--- src/rtl/mem_req_scheduler.sv ---
// Single-port data-memory request scheduler: arbitrates spec loads, load re-executes
// and stores onto one dmem port, with starvation promotion and order-based squash.
module mem_req_scheduler #(
  parameter int STARVE_LIMIT = 4
) (
  input  logic         clk,
  input  logic         rst,
  input  logic [2:0]   req_valid,
  input  logic [95:0]  req_addr,
  input  logic [11:0]  req_rmask,
  input  logic [3:0]   req_wmask,
  input  logic [31:0]  req_wdata,
  input  logic [191:0] req_order,
  output logic [2:0]   grant,
  output logic [2:0]   resp_valid,
  output logic [31:0]  resp_rdata,
  output logic [31:0]  dmem_addr,
  output logic [3:0]   dmem_rmask,
  output logic [3:0]   dmem_wmask,
  output logic [31:0]  dmem_wdata,
  input  logic [31:0]  dmem_rdata,
  input  logic         dmem_resp,
  input  logic         flush_pipeline,
  input  logic [63:0]  flush_order,
  output logic         busy
);

  localparam int CW = $clog2(STARVE_LIMIT) + 1;

  typedef enum logic [1:0] {S_IDLE, S_WAIT, S_DRAIN} state_t;

  state_t          r_state;
  state_t          w_state_next;
  logic [CW-1:0]   r_starve_cnt;
  logic [CW-1:0]   w_starve_next;

  logic [2:0]      r_owner;
  logic [31:0]     r_addr;
  logic [3:0]      r_rmask;
  logic [3:0]      r_wmask;
  logic [31:0]     r_wdata;
  logic [63:0]     r_order;
  logic [2:0]      r_resp_valid;
  logic [31:0]     r_resp_rdata;

  logic [2:0]      w_elig;
  logic [2:0]      w_win;
  logic            w_starved;
  logic            w_owner_squash;
  logic            w_resp_fire;
  logic [31:0]     w_win_addr;
  logic [3:0]      w_win_rmask;
  logic [3:0]      w_win_wmask;
  logic [31:0]     w_win_wdata;
  logic [63:0]     w_win_order;
  logic            w_unused;

  // The store's read mask has no meaning and is dropped.
  assign w_unused = &{1'b0, req_rmask[11:8]};

  // Loads whose order is younger than an active flush cannot be accepted; stores always can.
  generate
    for (genvar gi = 0; gi < 3; gi++) begin : g_elig
      logic w_squash_req;
      assign w_squash_req = flush_pipeline && (gi != 2) &&
                            (req_order[64*gi +: 64] > flush_order);
      assign w_elig[gi]   = req_valid[gi] && !w_squash_req;
    end
  endgenerate

  assign w_starved = (r_starve_cnt >= CW'(STARVE_LIMIT));

  always_comb begin
    w_win = 3'b000;
    if (r_state == S_IDLE && !rst) begin
      if (w_starved && w_elig[0])  w_win = 3'b001;
      else if (w_elig[1])          w_win = 3'b010;
      else if (w_elig[2])          w_win = 3'b100;
      else if (w_elig[0])          w_win = 3'b001;
    end
  end

  always_comb begin
    w_win_addr  = 32'd0;
    w_win_rmask = 4'd0;
    w_win_wmask = 4'd0;
    w_win_wdata = 32'd0;
    w_win_order = 64'd0;
    if (w_win[0]) begin
      w_win_addr  = req_addr[31:0];
      w_win_rmask = req_rmask[3:0];
      w_win_order = req_order[63:0];
    end else if (w_win[1]) begin
      w_win_addr  = req_addr[63:32];
      w_win_rmask = req_rmask[7:4];
      w_win_order = req_order[127:64];
    end else if (w_win[2]) begin
      w_win_addr  = req_addr[95:64];
      w_win_wmask = req_wmask;
      w_win_wdata = req_wdata;
      w_win_order = req_order[191:128];
    end
  end

  assign w_owner_squash = flush_pipeline && !r_owner[2] && (r_order > flush_order);

  always_ff @(posedge clk) begin
    if (rst) r_state <= S_IDLE;
    else     r_state <= w_state_next;
  end

  always_comb begin
    w_state_next = r_state;
    w_resp_fire  = 1'b0;
    case (r_state)
      S_IDLE: begin
        if (|w_win) w_state_next = S_WAIT;
      end
      S_WAIT: begin
        // A squash landing with the completion still suppresses the response.
        if (dmem_resp) begin
          w_state_next = S_IDLE;
          w_resp_fire  = !w_owner_squash;
        end else if (w_owner_squash) begin
          w_state_next = S_DRAIN;
        end
      end
      S_DRAIN: begin
        if (dmem_resp) w_state_next = S_IDLE;
      end
      default: w_state_next = S_IDLE;
    endcase
  end

  always_comb begin
    w_starve_next = r_starve_cnt;
    if (w_win[0])
      w_starve_next = '0;
    else if ((w_win[1] || w_win[2]) && req_valid[0] && (r_starve_cnt != {CW{1'b1}}))
      w_starve_next = r_starve_cnt + 1'b1;
  end

  always_ff @(posedge clk) begin
    if (rst) begin
      r_starve_cnt <= '0;
      r_owner      <= 3'b000;
      r_addr       <= 32'd0;
      r_rmask      <= 4'd0;
      r_wmask      <= 4'd0;
      r_wdata      <= 32'd0;
      r_order      <= 64'd0;
      r_resp_valid <= 3'b000;
      r_resp_rdata <= 32'd0;
    end else begin
      r_starve_cnt <= w_starve_next;
      r_resp_valid <= w_resp_fire ? r_owner : 3'b000;
      r_resp_rdata <= (w_resp_fire && !r_owner[2]) ? dmem_rdata : 32'd0;
      if (|w_win) begin
        r_owner <= w_win;
        r_addr  <= w_win_addr;
        r_rmask <= w_win_rmask;
        r_wmask <= w_win_wmask;
        r_wdata <= w_win_wdata;
        r_order <= w_win_order;
      end
    end
  end

  always_comb begin
    if (r_state == S_IDLE) begin
      dmem_addr  = w_win_addr;
      dmem_rmask = w_win_rmask;
      dmem_wmask = w_win_wmask;
      dmem_wdata = w_win_wdata;
    end else begin
      dmem_addr  = r_addr;
      dmem_rmask = r_rmask;
      dmem_wmask = r_wmask;
      dmem_wdata = r_wdata;
    end
  end

  assign grant      = w_win;
  assign resp_valid = r_resp_valid;
  assign resp_rdata = r_resp_rdata;
  assign busy       = (r_state != S_IDLE);

endmodule

--- config.mk ---
export PLATFORM = sky130hd
export DESIGN_NAME = mem_req_scheduler
export DESIGN_NICKNAME = d
export VERILOG_FILES = /design/src/rtl/mem_req_scheduler.sv
export SDC_FILE = /design/constraint.sdc
export NUM_CORES = 1
export LEC_CHECK = 0
export BUFFER_PORTS_ARGS = -buffer_cell sky130_fd_sc_hd__buf_4
export CAP_MARGIN = 20
export CORE_AREA = 5 5 211 213
export DETAILED_ROUTE_END_ITERATION = 16
export DIE_AREA = 0 0 216 218
export PLACE_DENSITY_LB_ADDON = 0.2
export SKIP_LAST_GASP = 1
export SYNTH_ARGS = -nofsm -noshare
export SYNTH_HDL_FRONTEND = slang
export SYNTH_SLANG_ARGS = --single-unit
--- constraint.sdc ---
create_clock -name clk -period 8.4 [get_ports clk]
set_clock_uncertainty 0.15 [all_clocks]
set_input_delay 0.84 -clock clk [delete_from_list [all_inputs] [get_ports clk]]
set_output_delay 0.84 -clock clk [all_outputs]
set_load 0.02 [all_outputs]
======== Yosys cells after proc, flatten, opt, wreduce, memory -nomap -nowiden ========
Cells that the tools add are included.
storage, ports and cells
  bits in registers ....................... 179
  bits of input ports ..................... 439
  output and inout port bits .............. 111
  word-level logic and storage cells ...... 77
cells by class
  $add $sub $neg .......................... 1
  magnitude comparators ................... 4
  equality and inequality tests ........... 6
  muxes and demuxes ....................... 30
  bitwise logic cells ..................... 2
  reductions and logical operators ........ 24
operators with widths
  cell                   number
  $mux W32               8
  $gt A64 B64 Y1         3
  $mux W64               3
  $mux W4                7
  $mux W3                4
  $logic_and A1 B1 Y1    11
  $mux W2                4
  $ne A3 B3 Y1 const B   2
  $pmux W2 S3            1
  $reduce_or A2 Y1       3
  $logic_not A1 Y1       5
  $add A3 B1 Y3 const B  1
  $ge A3 B3 Y1 const B   1
  $mux W1                3
  $reduce_and A3 Y1      1
  $reduce_or A3 Y1       1
  $eq A2 B1 Y1 const B   1
  $eq A2 B2 Y1 const B   1
  $logic_not A2 Y1       1
  $ne A2 B1 Y1 const B   1
  $ne A2 B2 Y1 const B   1
  $not A1 Y1             2
  $reduce_bool A2 Y1     1
  $logic_or A1 B1 Y1     1

======== Depth between registers and ports, before layout ========
Gate-level depths: netlist (run 1).
  depth in word-level cells ............... 13
  mapped depth ............................ 14
  depth with buffers taken out ............ 11

======== Worst setup path after synthesis (run 1) ========
OpenSTA, ideal clock, no wires.
  kind .................................... input port to output port
  from .................................... input flush_order[58]
  to ...................................... output dmem_wdata[25]
  arrival time ............................ 3352 ps
  required time ........................... 7410 ps
  slack ................................... 4058 ps
  stages on the path ...................... 13
  path buffers ............................ 3
  cell sequence ........................... inv_1 ha_1 nand4_1 nor3_2 nand2_1 nor3_1 nand3_1 a311o_1 buf_2 nor3_1 buf_2 buf_2 a22o_1
between the ends
  longest elaborated chain between the ends .. 11
  elaborated cells on any way between the ends .. 18
  classes of those cells .................. order compare (2); mux (9); reduce/logical (7)
ends and longest elaborated chain
  element                                                line    source
  from (decl)                                            24      input logic [63:0] flush_order,
  $gt A64 B64 Y1                                         66      (req_order[64*gi +: 64] > flush_order);
  $logic_and A1 B1 Y1                                    65      assign w_squash_req = flush_pipeline && (gi != 2) &&
  $logic_not A1 Y1                                       67      assign w_elig[gi] = req_valid[gi] && !w_squash_req;
  $logic_and A1 B1 Y1                                    67
  $mux W3 / $logic_and A1 B1 Y1 (equally long branches)  77, 76
  $mux W3 *                                              76      if (w_starved && w_elig[0]) w_win = 3'b001;
  $mux W3 *                                              75      if (r_state == S_IDLE && !rst) begin
  named net grant[2]                                     14      output logic [2:0] grant,
  $mux W32 *                                             97      end else if (w_win[2]) begin
  $mux W32 *                                             93      end else if (w_win[1]) begin
  $mux W32 *                                             89      if (w_win[0]) begin
  $mux W32 *                                             170     if (r_state == S_IDLE) begin
  to (decl)                                              20      output logic [31:0] dmem_wdata,
Mark *: on every way through the listed nets, which the timed path passes. The rest lies on a longest branch.

======== Worst setup path after layout (run 1) ========
  from .................................... input flush_order[38]
  to ...................................... output dmem_addr[23]
between the ends
  longest elaborated chain between the ends .. 11
  elaborated cells on any way between the ends .. 18
  classes of those cells .................. order compare (2); mux (9); reduce/logical (7)
ends and longest elaborated chain
  element                                     line    source
  $gt A64 B64 Y1                              66
  $logic_and A1 B1 Y1                         65
  $logic_not A1 Y1                            67
  $logic_and A1 B1 Y1                         67
  $mux W3, or another cell as far along       77      else if (w_elig[1]) w_win = 3'b010;
  $mux W3 *                                   76
  $mux W3 *                                   75
  $mux W32 / $mux W3 (equally long branches)  97, 76
  $mux W32 / $mux W3 (equally long branches)  93, 75
  $mux W32 *                                  89
  $mux W32 *                                  170
  to (decl)                                   17      output logic [31:0] dmem_addr,
Every way passes the cells marked *; elsewhere a longest branch is shown, timed or not.

==> results of run 1 <==
cell usage in the layout, fill, tap and decap left out, types with 4 or more instances in the layout:
master                      Yosys  routed
sky130_fd_sc_hd__o21ai_0       75      75
sky130_fd_sc_hd__nor2b_1        8       8
sky130_fd_sc_hd__nand4_1       40      40
sky130_fd_sc_hd__ha_1         194     194
sky130_fd_sc_hd__inv_8          0       4
sky130_fd_sc_hd__nor3_1        19      18
sky130_fd_sc_hd__a21oi_1      142     142
sky130_fd_sc_hd__nor2_1        21      21
sky130_fd_sc_hd__buf_4          8     568
sky130_fd_sc_hd__a22oi_1       65      65
sky130_fd_sc_hd__a311oi_1       5       5
sky130_fd_sc_hd__clkbuf_16      0      17
sky130_fd_sc_hd__o2bb2ai_1     64      64
sky130_fd_sc_hd__nand2_1      179     179
sky130_fd_sc_hd__a21o_1        29      28
sky130_fd_sc_hd__nand2b_1       6       6
sky130_fd_sc_hd__or2_2          3       4
sky130_fd_sc_hd__nor4_1         6       6
sky130_fd_sc_hd__a22o_1        72      72
sky130_fd_sc_hd__o21a_1         4       4
sky130_fd_sc_hd__dfxtp_1      179     179
sky130_fd_sc_hd__o22ai_1       33      33
sky130_fd_sc_hd__or3_1         34      34
sky130_fd_sc_hd__a221o_1       66      66
sky130_fd_sc_hd__o21ai_1       17      17
sky130_fd_sc_hd__nand3_1      118     118
sky130_fd_sc_hd__inv_1        105     105
sky130_fd_sc_hd__and3_1         4       4
sky130_fd_sc_hd__and2_1        34      33
sky130_fd_sc_hd__a211oi_1       4       4
worst max-delay path by stage:
stage / to / cells after the start / from
3_5_place_dp: dmem_addr[19] / 13 / flush_order[38]
2_1_floorplan: dmem_wdata[25] / 13 / flush_order[58]
3_3_place_gp: dmem_addr[19] / 13 / flush_order[38]
6_report: dmem_addr[23] / 13 / flush_order[38]
4_1_cts: dmem_addr[14] / 13 / flush_order[38]
5_1_grt: dmem_addr[23] / 13 / flush_order[38]
metal layers:
layer,vias up,track usage,part of all wire,wire length [um]
met1,7392,0.310,0.43,25600
met2,563,0.404,0.49,29000
li1,7363,-,-,-
met5,-,0,0,0
met4,0,0.0708,0.021,1240
met3,62,0.0475,0.066,3950
final cells by class:
| class | instances | area share |
|---|---|---|
| antenna | 3 | 0.000399 |
| clock buffer | 17 | 0.0226 |
| clock inverter | 15 | 0.0114 |
| inverter | 105 | 0.0209 |
| multi-input combinational | 1290 | 0.492 |
| sequential | 179 | 0.190 |
| tap | 546 | 0.0363 |
| timing repair buffer | 568 | 0.227 |
flip-flops by register name (all words and copies together) (netlist names):
| signal | count |
|---|---|
| r_state | 2 |
| r_order | 64 |
| resp_valid | 3 |
| r_wdata | 32 |
| r_owner | 3 |
| r_wmask | 4 |
| r_addr | 32 |
| r_starve_cnt | 3 |
| resp_rdata | 32 |
| r_rmask | 4 |
logic make-up (layout without fill, tap and decap cells):
kind of cell,Yosys count,in the layout,synth area share
AO/OA/AOI/OAI,603,603,0.311
AND/OR/NAND/NOR,490,490,0.179
buffers and inverters,235,705,0.0707
adder cells (fa/ha/maj),194,194,0.176
flip-flops,179,179,0.260
multiplexers,2,2,0.00146
XOR/XNOR,1,1,0.000637
other,0,3,0
Yosys cell counts, types with 17 or more instances:
cell,n
sky130_fd_sc_hd__a22oi_1,65
sky130_fd_sc_hd__o21ai_1,17
sky130_fd_sc_hd__buf_2,36
sky130_fd_sc_hd__clkbuf_1,78
sky130_fd_sc_hd__nor2_1,21
sky130_fd_sc_hd__or3_1,34
sky130_fd_sc_hd__o2bb2ai_1,64
sky130_fd_sc_hd__nand3_1,118
sky130_fd_sc_hd__nor3_1,19
sky130_fd_sc_hd__o21ai_0,75
sky130_fd_sc_hd__and2_1,34
sky130_fd_sc_hd__ha_1,194
sky130_fd_sc_hd__a21o_1,29
sky130_fd_sc_hd__o22ai_1,33
sky130_fd_sc_hd__nand4_1,40
sky130_fd_sc_hd__a21oi_1,142
sky130_fd_sc_hd__a221o_1,66
sky130_fd_sc_hd__a22o_1,72
sky130_fd_sc_hd__nand2_1,179
sky130_fd_sc_hd__dfxtp_1,179
sky130_fd_sc_hd__inv_1,105
per-stage QoR:
| stage | setup WS [ns] | hold WS, ns | instance area [um2] | std cells |
|---|---|---|---|---|
| after floorplan | 4.06 | 0.293 | 13800 | 1704 |
| after global placement | 2.46 | 0.306 | 18200 | 2688 |
| after detailed placement | 2.38 | 0.308 | 18200 | 2688 |
| after CTS | 2.36 | 0.331 | 18800 | 2720 |
| after global routing | 1.95 | 0.342 | 18800 | 2723 |
| final | 2.40 | 0.332 | 18800 | 2723 |
where the power goes:
group          internal, mW  total, mW  switching (mW)
Clock                 0.485      0.908           0.424
Sequential            0.913      0.948          0.0353
Combinational         0.413      0.907           0.494
worst reg2reg max path: stages (launching register included):
cell and delay (ns):
sky130_fd_sc_hd__dfxtp_1 0.35, sky130_fd_sc_hd__or2_2 0.32, sky130_fd_sc_hd__nor2_1 0.12, sky130_fd_sc_hd__nand2_1 0.11, sky130_fd_sc_hd__nor4_4 0.91, sky130_fd_sc_hd__or2_2 0.69
sky130_fd_sc_hd__buf_4 0.52, sky130_fd_sc_hd__o21ai_0 0.19
==> results.rst, run 1 <==
.. list-table::
   :header-rows: 1

   * - Metric
     - Value
   * - Run status
     - complete, no violations
   * - Count of distinct cell types in the synthesized netlist
     - 66
   * - Largest net degree at the start of global routing
     - 74
   * - Area taken by multi-input logic gates
     - 0.00925 mm2
   * - Number of design-rule violations left by the first detailed-router iteration
     - 1157
   * - Fraction of layout instances using a drive strength above 1
     - 0.287
   * - FF-to-FF path depth
     - 7
   * - Wire length of the first global-routing pass
     - 89300 um
   * - Endpoint of the worst hold-timing path
     - resp_valid[1]$_SDFF_PP0_
   * - Num Clock Sinks
     - 179
   * - Highest net fanout along the worst path
     - 47
   * - Endpoint kind of the worst setup timing path
     - primary output
   * - Reg2Reg Setup Slack
     - 4.92 ns
   * - Top-area cell type share of the netlist area
     - 0.260
   * - Sequential share of the synthesized area
     - 0.260
   * - Clock Path Buffers
     - 2
   * - Share of synthesized registers carrying an async set or reset
     - 0
   * - CP Cell Sequence
     - buf_4 -> inv_1 -> ha_1 -> nand4_1 -> nor3_1 -> nand3_1 -> a311oi_1 -> nor3_1 -> a21o_1 -> nor4_4 -> buf_4 -> a221o_1 -> buf_4
   * - Y dimension of the die
     - 218 um
   * - R2r startpoint
     - r_state[1]$_SDFFE_PP0P_
   * - Category of the most critical setup path
     - in2out
   * - Count of unresolved DRC violations after routing
     - 0
   * - Effective utilization at floorplan
     - 0.324
   * - Utilization after layout
     - 0.443
   * - FF-to-FF End
     - r_order[9]$_SDFFE_PP0P_
   * - TritonCTS clock tree
     - done
   * - Largest area contributor in the synthesized netlist
     - sky130_fd_sc_hd__dfxtp_1
   * - Number of antenna violations at the first check in global routing
     - 3
   * - Std-Cell Core Area
     - 0.0425 mm2
   * - CTS Root Buffer Type
     - sky130_fd_sc_hd__clkbuf_16
   * - Estimated wirelength of the detail-placed design
     - 45200 um
   * - Cells taking the most area after synthesis
     - sky130_fd_sc_hd__dfxtp_1 26%, sky130_fd_sc_hd__ha_1 18%, sky130_fd_sc_hd__a21oi_1 5.2%, sky130_fd_sc_hd__nand2_1 4.9%, sky130_fd_sc_hd__a221o_1 4.8%
   * - Placer's final routability congestion estimate
     - 0.907
   * - Setup repair after global routing missed its margin
     - no
   * - Synthesized cell area
     - 0.0138 mm2
   * - CTS H-tree lvls
     - 4
   * - I/O Buffers
     - 545
   * - Slew Viols, Final
     - 0
   * - Number of failing hold endpoints at the final stage
     - 0
   * - Total negative slack
     - 0 ns
   * - Overall die area
     - 0.0471 mm2
   * - Boundary Pins
     - 550
   * - CP arrival
     - 5.01 ns
   * - Class of the tightest hold or removal check
     - reg2reg
   * - Avg Inst Size Synth
     - 8.07 um2
   * - Count of flip-flops with a built-in enable after synthesis
     - 0
   * - Synth Register Bits
     - 179
   * - Final number of setup-violating endpoints
     - 0
   * - Startpoint types
     - input pin
   * - Detailed-route wire length
     - 59700 um
   * - PostCTS Resize Cnt
     - 0
   * - Max stage delay on crit path
     - 0.84 ns
   * - Clock transition at path regs
     - 0.07 ns
   * - Required @ worst endpoint
     - 7.41 ns
   * - Depth of the worst hold-timing path
     - 1
   * - Family of cells with the greatest summed delay on the critical path
     - simple AND/OR/NAND/NOR gates
   * - Min-Delay Startpoint
     - r_owner[1]$_SDFFE_PP0P_
   * - # nets final
     - 2794
   * - Die extent in x
     - 216 um
   * - Clock buffers created by TritonCTS
     - 17
   * - Worst IR Drop VDD
     - 0.000112 V
   * - First drt pass iteration count
     - 5
   * - Number of global-route vias before repair
     - 15000
   * - Tot Pwr
     - 2.76 mW
   * - Power per cell area
     - 147 mW/mm2
   * - Hold-fix buffer count after cts
     - 0
   * - Slew @ Worst Pin
     - 1.04 ns
   * - Count of buffer and inverter cells on the critical path
     - 4
   * - Cell type of the slowest stage on the worst timing path
     - sky130_fd_sc_hd__nor4_4
   * - Count of vias placed by the detailed router
     - 15400
   * - Number of cells produced by synthesis
     - 1704
   * - Syn Nets
     - 2337
   * - Std cell rows
     - 76
   * - Vias/cell
     - 5.65
   * - Crit path top cell by count
     - sky130_fd_sc_hd__buf_4
   * - Later-pin clock latency in the skew report
     - 0.46 ns
   * - Number of max-cap violations
     - 0
   * - Min Clock Period, post-route
     - 6.00 ns
   * - Number of warnings issued by yosys
     - 0
   * - Area grow syn2layout
     - 36.8%
   * - Routed len/inst
     - 21.9 um
   * - Lkg Pwr
     - 8.74 nW
   * - All-layer global routing usage
     - 0.239
   * - Most used flip-flop cell after synthesis
     - sky130_fd_sc_hd__dfxtp_1
   * - Achievable Freq
     - 167 MHz
   * - Post-route antenna net violation count
     - 0
   * - Leftover overflow at the end of global routing
     - 0
   * - Worst-case headroom to the max-slew limit
     - 0.303
   * - Post-CTS Setup Bufs
     - 0
   * - Period Utilization, post-route
     - 0.715
   * - Sequential cell area in the final layout
     - 0.00358 mm2
   * - Fill cells
     - 4272
(Power assumes the default switching activity.)
==> inputs of run 2 (changes only) <==
==> constraint.sdc (replaced) <==
create_clock -name clk -period 5.2 [get_ports clk]
set_clock_uncertainty 0.15 [all_clocks]
set_input_delay 0.52 -clock clk [delete_from_list [all_inputs] [get_ports clk]]
set_output_delay 0.52 -clock clk [all_outputs]
set_load 0.02 [all_outputs]
==> results.rst, run 2 (synthesized netlist as in run 1, its figures left out) <==
.. list-table::
   :header-rows: 1

   * - Metric
     - Value
   * - Run status
     - complete, no violations
   * - Std cell rows
     - 76 (unchanged)
   * - Most frequent cells in the layout
     - 560 x sky130_fd_sc_hd__buf_4, 194 x sky130_fd_sc_hd__ha_1, 179 x sky130_fd_sc_hd__nand2_1, 179 x sky130_fd_sc_hd__dfxtp_1, 142 x sky130_fd_sc_hd__a21oi_1
   * - Sum of met2 wire segment lengths after detailed routing
     - 29100 um (+0.44%)
   * - Category of the most critical setup path
     - in2out
   * - Post-CTS Setup Bufs
     - 0 (unchanged)
   * - Wire length of the first global-routing pass
     - 89300 um (about the same)
   * - Min Clock Period, post-route
     - 4.70 ns
   * - Number of design-rule violations left by the first detailed-router iteration
     - 1421 (+23%)
   * - Worst IR Drop VDD
     - 0.000163 V (+45%)
   * - Routed len/inst
     - 22.0 um (+0.42%)
   * - Hold-fix buffer count after cts
     - 0 (unchanged)
   * - Total negative slack
     - 0 ns (unchanged)
   * - Post-route antenna net violation count
     - 0 (unchanged)
   * - Effective utilization at floorplan
     - 0.324 (unchanged)
   * - Slew Viols, Final
     - 0 (unchanged)
   * - Routed length on met3
     - 4280 um (+8.3%)
   * - Register name with the most flops
     - r_order
   * - PostCTS Resize Cnt
     - 0 (unchanged)
   * - Leftover overflow at the end of global routing
     - 0 (unchanged)
   * - Number of antenna violations at the first check in global routing
     - 7 (+4)
   * - Period Utilization, post-route
     - 0.904
   * - Endpoint kind of the worst setup timing path
     - primary output
   * - Clock Path Buffers
     - 2 (unchanged)
   * - Number of failing hold endpoints at the final stage
     - 0 (unchanged)
   * - Setup repair after global routing missed its margin
     - no
   * - Boundary Pins
     - 550 (unchanged)
   * - Commonest non-fill, non-tap cell in the layout
     - sky130_fd_sc_hd__buf_4
   * - Area grow syn2layout
     - 37.0%
   * - CTS H-tree lvls
     - 4 (unchanged)
   * - Y dimension of the die
     - 218 um (unchanged)
   * - Num Clock Sinks
     - 179 (unchanged)
   * - Clock buffers created by TritonCTS
     - 17 (unchanged)
   * - Slew @ Worst Pin
     - 0.935 ns (-0.102 ns)
   * - Power per cell area
     - 229 mW/mm2 (+56%)
   * - Max FFs per register
     - 64 (unchanged)
   * - Std-Cell Core Area
     - 0.0425 mm2 (unchanged)
   * - All-layer global routing usage
     - 0.239 (about the same)
   * - Final number of setup-violating endpoints
     - 0 (unchanged)
   * - Clock transition at path regs
     - 0.07 ns (about the same)
   * - Worst-case headroom to the max-slew limit
     - 0.377 (+0.0733)
   * - Required @ worst endpoint
     - 4.53 ns (-2.88 ns)
   * - Number of max-cap violations
     - 0 (unchanged)
   * - Achievable Freq
     - 213 MHz
   * - Fraction of layout instances using a drive strength above 1
     - 0.285 (-0.00112)
   * - Count of vias placed by the detailed router
     - 15500 (+0.90%)
   * - Number of global-route vias before repair
     - 15200 (+1.5%)
   * - Overall die area
     - 0.0471 mm2 (unchanged)
   * - I/O Buffers
     - 545 (unchanged)
   * - Largest net degree at the start of global routing
     - 98 (+32%)
   * - Highest net fanout along the worst path
     - 88 (+87%)
   * - First drt pass iteration count
     - 6 (+1)
   * - Placer's final routability congestion estimate
     - 0.909 (+0.21%)
   * - Top metal layer carrying routed signals
     - met5
   * - Class of the tightest hold or removal check
     - in2reg
   * - Later-pin clock latency in the skew report
     - 0.45 ns (about the same)
   * - # nets final
     - 2794 (unchanged)
   * - Lkg Pwr
     - 8.74 nW (about the same)
   * - Count of unresolved DRC violations after routing
     - 0 (unchanged)
   * - Estimated wirelength of the detail-placed design
     - 45200 um (about the same)
   * - CP arrival
     - 4.03 ns (-0.98 ns)
   * - Utilization after layout
     - 0.444 (+0.000706)
   * - CTS Root Buffer Type
     - sky130_fd_sc_hd__clkbuf_16
   * - Startpoint types
     - input pin
   * - TritonCTS clock tree
     - done
   * - Detailed-route wire length
     - 60000 um (+0.45%)
   * - Die extent in x
     - 216 um (unchanged)
   * - M1 WL
     - 24800 um (-2.9%)
   * - Vias/cell
     - 5.70 (+0.87%)
## run 2: final timing paths
check / from / to / slack, ns / depth (start not counted)
worst max-delay path: flush_order[55] / dmem_addr[2] / 0.50 / 13
worst min-delay path: dmem_resp / r_state[1]$_SDFFE_PP0P_ / 0.1 / 2
worst max register to register: r_order[62]$_SDFFE_PP0P_ / resp_rdata[3]$_SDFF_PP0_ / 1.88 / 11
worst min register to register: r_wdata[28]$_SDFFE_PP0P_ / r_wdata[28]$_SDFFE_PP0P_ / 0.33 / 1
## run 2: metal layers
| metal | vias to the layer above | GRT usage |
|---|---|---|
| li1 | 7365 | - |
| met1 | 7447 | 0.300 |
| met2 | 615 | 0.403 |
| met3 | 90 | 0.0496 |
| met4 | 2 | 0.0926 |
| met5 | - | 0 |
## run 2: cell type report
class                      count  area [um2]
fill                        4215       23700
sequential                   179        3580
clock buffer                  19         443
tap                          546         683
inverter                     105         394
timing repair buffer         568        4360
antenna                        6        15.0
multi-input combinational   1290        9250
clock inverter                11         119
## run 2: report_power, final
part	leakage [nW]	internal, mW	switching (mW)
clock network	0.279	0.683	0.629
registers	1.46	1.47	0.0573
logic	7.00	0.679	0.804
total	8.74	2.84	1.49
## run 2: metrics by stage
step | setup slack (ns) | cells | hold WS [ns] | total power, mW | area [um2]
2_1_floorplan | 1.50 | 1704 | 0.293 | 2.38 | 13800
5_1_grt | 0.233 | 2724 | 0.0829 | 4.57 | 18900
6_report | 0.497 | 2724 | 0.0951 | 4.33 | 18900
4_1_cts | 0.449 | 2718 | 0.0491 | 4.37 | 18800
3_3_place_gp | 0.532 | 2688 | 0.306 | 3.01 | 18300
3_5_place_dp | 0.463 | 2688 | 0.310 | 3.04 | 18300
## run 2: critical path, stage by stage
cell and delay [ns]:
sky130_fd_sc_hd__buf_4 0.08, sky130_fd_sc_hd__inv_1 0.07, sky130_fd_sc_hd__ha_1 0.31, sky130_fd_sc_hd__nand4_1 0.26, sky130_fd_sc_hd__nor4_2 0.49, sky130_fd_sc_hd__nand2_1 0.25, sky130_fd_sc_hd__a311oi_1 0.43, sky130_fd_sc_hd__nor3_1 0.19
sky130_fd_sc_hd__a21o_1 0.22, sky130_fd_sc_hd__nor4_4 0.37, sky130_fd_sc_hd__buf_12 0.35, sky130_fd_sc_hd__a221o_1 0.28, sky130_fd_sc_hd__buf_4 0.17
==> inputs of run 3 (changes only) <==
--- a/config.mk
+++ b/config.mk
@@ -11,6 +11,7 @@
 export DETAILED_ROUTE_END_ITERATION = 16
 export DIE_AREA = 0 0 216 218
 export PLACE_DENSITY_LB_ADDON = 0.2
+export SKIP_CTS_REPAIR_TIMING = 1
 export SKIP_LAST_GASP = 1
 export SYNTH_ARGS = -nofsm -noshare
 export SYNTH_HDL_FRONTEND = slang
==> constraint.sdc (replaced) <==
create_clock -name clk -period 5.4 [get_ports clk]
set_clock_uncertainty 0.15 [all_clocks]
set_input_delay 0.54 -clock clk [delete_from_list [all_inputs] [get_ports clk]]
set_output_delay 0.54 -clock clk [all_outputs]
set_load 0.02 [all_outputs]
==> results.rst, run 3 (synthesized netlist as in run 1, its figures left out) <==
.. list-table::
   :header-rows: 1

   * - Metric
     - Value
   * - Later-pin clock latency in the skew report
     - 0.45 ns (about the same)
   * - Fill cells
     - 4314 (+2.3%)
   * - I/O Buffers
     - 545 (unchanged)
   * - Vias/cell
     - 5.65 (-0.77%)
   * - Period Utilization, post-route
     - 0.886
   * - All-layer global routing usage
     - 0.242 (+0.00311)
   * - Class of the tightest hold or removal check
     - in2reg
   * - Slew Viols, Final
     - 0 (unchanged)
   * - Lkg Pwr
     - 8.71 nW (-0.33%)
   * - Highest net fanout along the worst path
     - 83 (-5.7%)
   * - Cell type of the slowest stage on the worst timing path
     - sky130_fd_sc_hd__nor4_2
   * - Depth of the worst hold-timing path
     - 2 (unchanged)
   * - First drt pass iteration count
     - 6 (unchanged)
   * - Routed len/inst
     - 22.0 um (about the same)
   * - Number of failing hold endpoints at the final stage
     - 0 (unchanged)
   * - Count of unresolved DRC violations after routing
     - 0 (unchanged)
   * - Critical path launch point
     - flush_order[53]
   * - Effective utilization at floorplan
     - 0.324 (unchanged)
   * - TritonCTS clock tree
     - done
   * - Fin Hold WS
     - 0.122 ns (+0.0265 ns)
   * - Commonest non-fill, non-tap cell in the layout
     - sky130_fd_sc_hd__buf_4
   * - Sequential cell area in the final layout
     - 0.00358 mm2 (unchanged)
   * - Worst-case headroom to the max-slew limit
     - 0.391 (+0.0144)
   * - Max stage delay on crit path
     - 0.54 ns (+0.05 ns)
   * - Post-layout instance count excluding filler cells
     - 2719 (-0.18%)
   * - Min-Delay Startpoint
     - dmem_resp
   * - Num Clock Sinks
     - 179 (unchanged)
   * - Number of design-rule violations left by the first detailed-router iteration
     - 1405 (-1.1%)
   * - Clock Path Buffers
     - 2 (unchanged)
   * - CP arrival
     - 4.10 ns (+0.07 ns)
   * - Y dimension of the die
     - 218 um (unchanged)
   * - Slew @ Worst Pin
     - 0.913 ns (-0.0215 ns)
   * - Achievable Freq
     - 209 MHz
   * - Power per cell area
     - 220 mW/mm2 (-4.3%)
   * - Estimated wirelength of the detail-placed design
     - 45300 um (+0.18%)
   * - Clock buffers created by TritonCTS
     - 17 (unchanged)
   * - CP Cell Sequence
     - buf_4 -> inv_1 -> ha_1 -> nand4_1 -> nor4_2 -> nand2_1 -> a311oi_1 -> nor3_1 -> a21o_1 -> nor4_4 -> buf_12 -> a221o_1 -> buf_4
   * - Crit path top cell by count
     - sky130_fd_sc_hd__buf_4
   * - Leftover overflow at the end of global routing
     - 0 (unchanged)
   * - Clock transition at path regs
     - 0.07 ns (about the same)
   * - Std cell rows
     - 76 (unchanged)
   * - Placed Cells incl. Taps
     - 2686 (-0.074%)
   * - Boundary Pins
     - 550 (unchanged)
   * - Count of buffer and inverter cells on the critical path
     - 4 (unchanged)
   * - Detailed-route wire length
     - 60000 um (-0.11%)
   * - Count of vias placed by the detailed router
     - 15400 (-0.95%)
   * - Die extent in x
     - 216 um (unchanged)
   * - Reg2Reg Setup Slack
     - 2.06 ns (+0.18 ns)
   * - Instance count on the critical path
     - 13 (unchanged)
   * - FF-to-FF End
     - resp_rdata[3]$_SDFF_PP0_
   * - Most frequent cells in the layout
     - 559 x sky130_fd_sc_hd__buf_4, 194 x sky130_fd_sc_hd__ha_1, 179 x sky130_fd_sc_hd__nand2_1, 179 x sky130_fd_sc_hd__dfxtp_1, 142 x sky130_fd_sc_hd__a21oi_1
   * - Std-Cell Core Area
     - 0.0425 mm2 (unchanged)
   * - Largest net degree at the start of global routing
     - 98 (unchanged)
   * - Number of antenna violations at the first check in global routing
     - 3 (-4)
   * - Area grow syn2layout
     - 36.6%
   * - Family of cells with the greatest summed delay on the critical path
     - simple AND/OR/NAND/NOR gates
   * - Utilization after layout
     - 0.442 (-0.00144)
   * - Run status
     - complete, no violations
   * - Number of max-cap violations
     - 0 (unchanged)
   * - Wire length of the first global-routing pass
     - 90300 um (+1.1%)
   * - Fraction of layout instances using a drive strength above 1
     - 0.284 (-0.00112)
   * - Max FFs per register
     - 64 (unchanged)
   * - CTS H-tree lvls
     - 4 (unchanged)
   * - Setup repair after global routing missed its margin
     - no
   * - Total negative slack
     - 0 ns (unchanged)
   * - Placer's final routability congestion estimate
     - 0.918 (+0.98%)
   * - Min Clock Period, post-route
     - 4.79 ns
   * - Post-route antenna net violation count
     - 0 (unchanged)
   * - Final number of setup-violating endpoints
     - 0 (unchanged)
   * - Category of the most critical setup path
     - in2out
   * - # nets final
     - 2792 (-0.072%)
   * - Endpoint of the worst hold-timing path
     - r_state[1]$_SDFFE_PP0P_
   * - Area taken by multi-input logic gates
     - 0.00925 mm2 (unchanged)
   * - Worst IR Drop VDD
     - 0.000196 V (+21%)
   * - Required @ worst endpoint
     - 4.71 ns (+0.18 ns)
   * - Register name with the most flops
     - r_order
   * - Startpoint types
     - input pin
   * - Endpoint kind of the worst setup timing path
     - primary output
   * - R2r startpoint
     - r_order[62]$_SDFFE_PP0P_
   * - CTS Root Buffer Type
     - sky130_fd_sc_hd__clkbuf_16
   * - Overall die area
     - 0.0471 mm2 (unchanged)
   * - FF-to-FF path depth
     - 11 (unchanged)
   * - Number of global-route vias before repair
     - 15500 (+1.5%)
==> run 3: changes by cell type in the layout (fill, tap and decap cells not counted) <==
cell / change
sky130_fd_sc_hd__inv_6: +1
sky130_fd_sc_hd__clkbuf_1: +1
sky130_fd_sc_hd__clkinv_4: -1
sky130_fd_sc_hd__buf_12: -1
sky130_fd_sc_hd__bufinv_16: -1
sky130_fd_sc_hd__diode_2: -3
sky130_fd_sc_hd__buf_4: -1
==> run 3: power by group <==
group	total [mW]	internal, mW	leakage, nW	switching [mW]
logic	1.43	0.653	6.98	0.773
registers	1.48	1.42	1.46	0.0549
clock network	1.23	0.612	0.266	0.614
==> run 3: worst max-delay path by stage <==
stage / slack [ns] / end
3_5_place_dp: 0.61 / dmem_addr[2]
4_1_cts: 0.60 / dmem_addr[2]
2_1_floorplan: 1.66 / dmem_wdata[25]
5_1_grt: 0.40 / dmem_addr[2]
6_report: 0.61 / dmem_addr[15]
3_3_place_gp: 0.65 / dmem_addr[2]
==> run 3: through the flow <==
step	total power [mW]	instance area, um2	setup slack [ns]
6_report	4.13	18800	0.615
5_1_grt	4.36	18800	0.405
4_1_cts	4.16	18800	0.601
3_5_place_dp	2.93	18300	0.610
3_3_place_gp	2.90	18300	0.653
2_1_floorplan	2.29	13800	1.66
==> run 3: metal layers <==
layer	global-route usage	wire length, um
met5	0	0
met4	0.0905	1970
met3	0.0557	4590
met2	0.411	29100
met1	0.300	24300
==> run 3: area by class of cell <==
cell class | instances | share of cell area
Antenna cell | 3 | 0.000399
Multi-Input combinational cell | 1290 | 0.492
Inverter | 105 | 0.0210
Sequential cell | 179 | 0.191
Timing Repair Buffer | 566 | 0.231
Tap cell | 546 | 0.0364
Clock buffer | 20 | 0.0238
Clock inverter | 10 | 0.00473
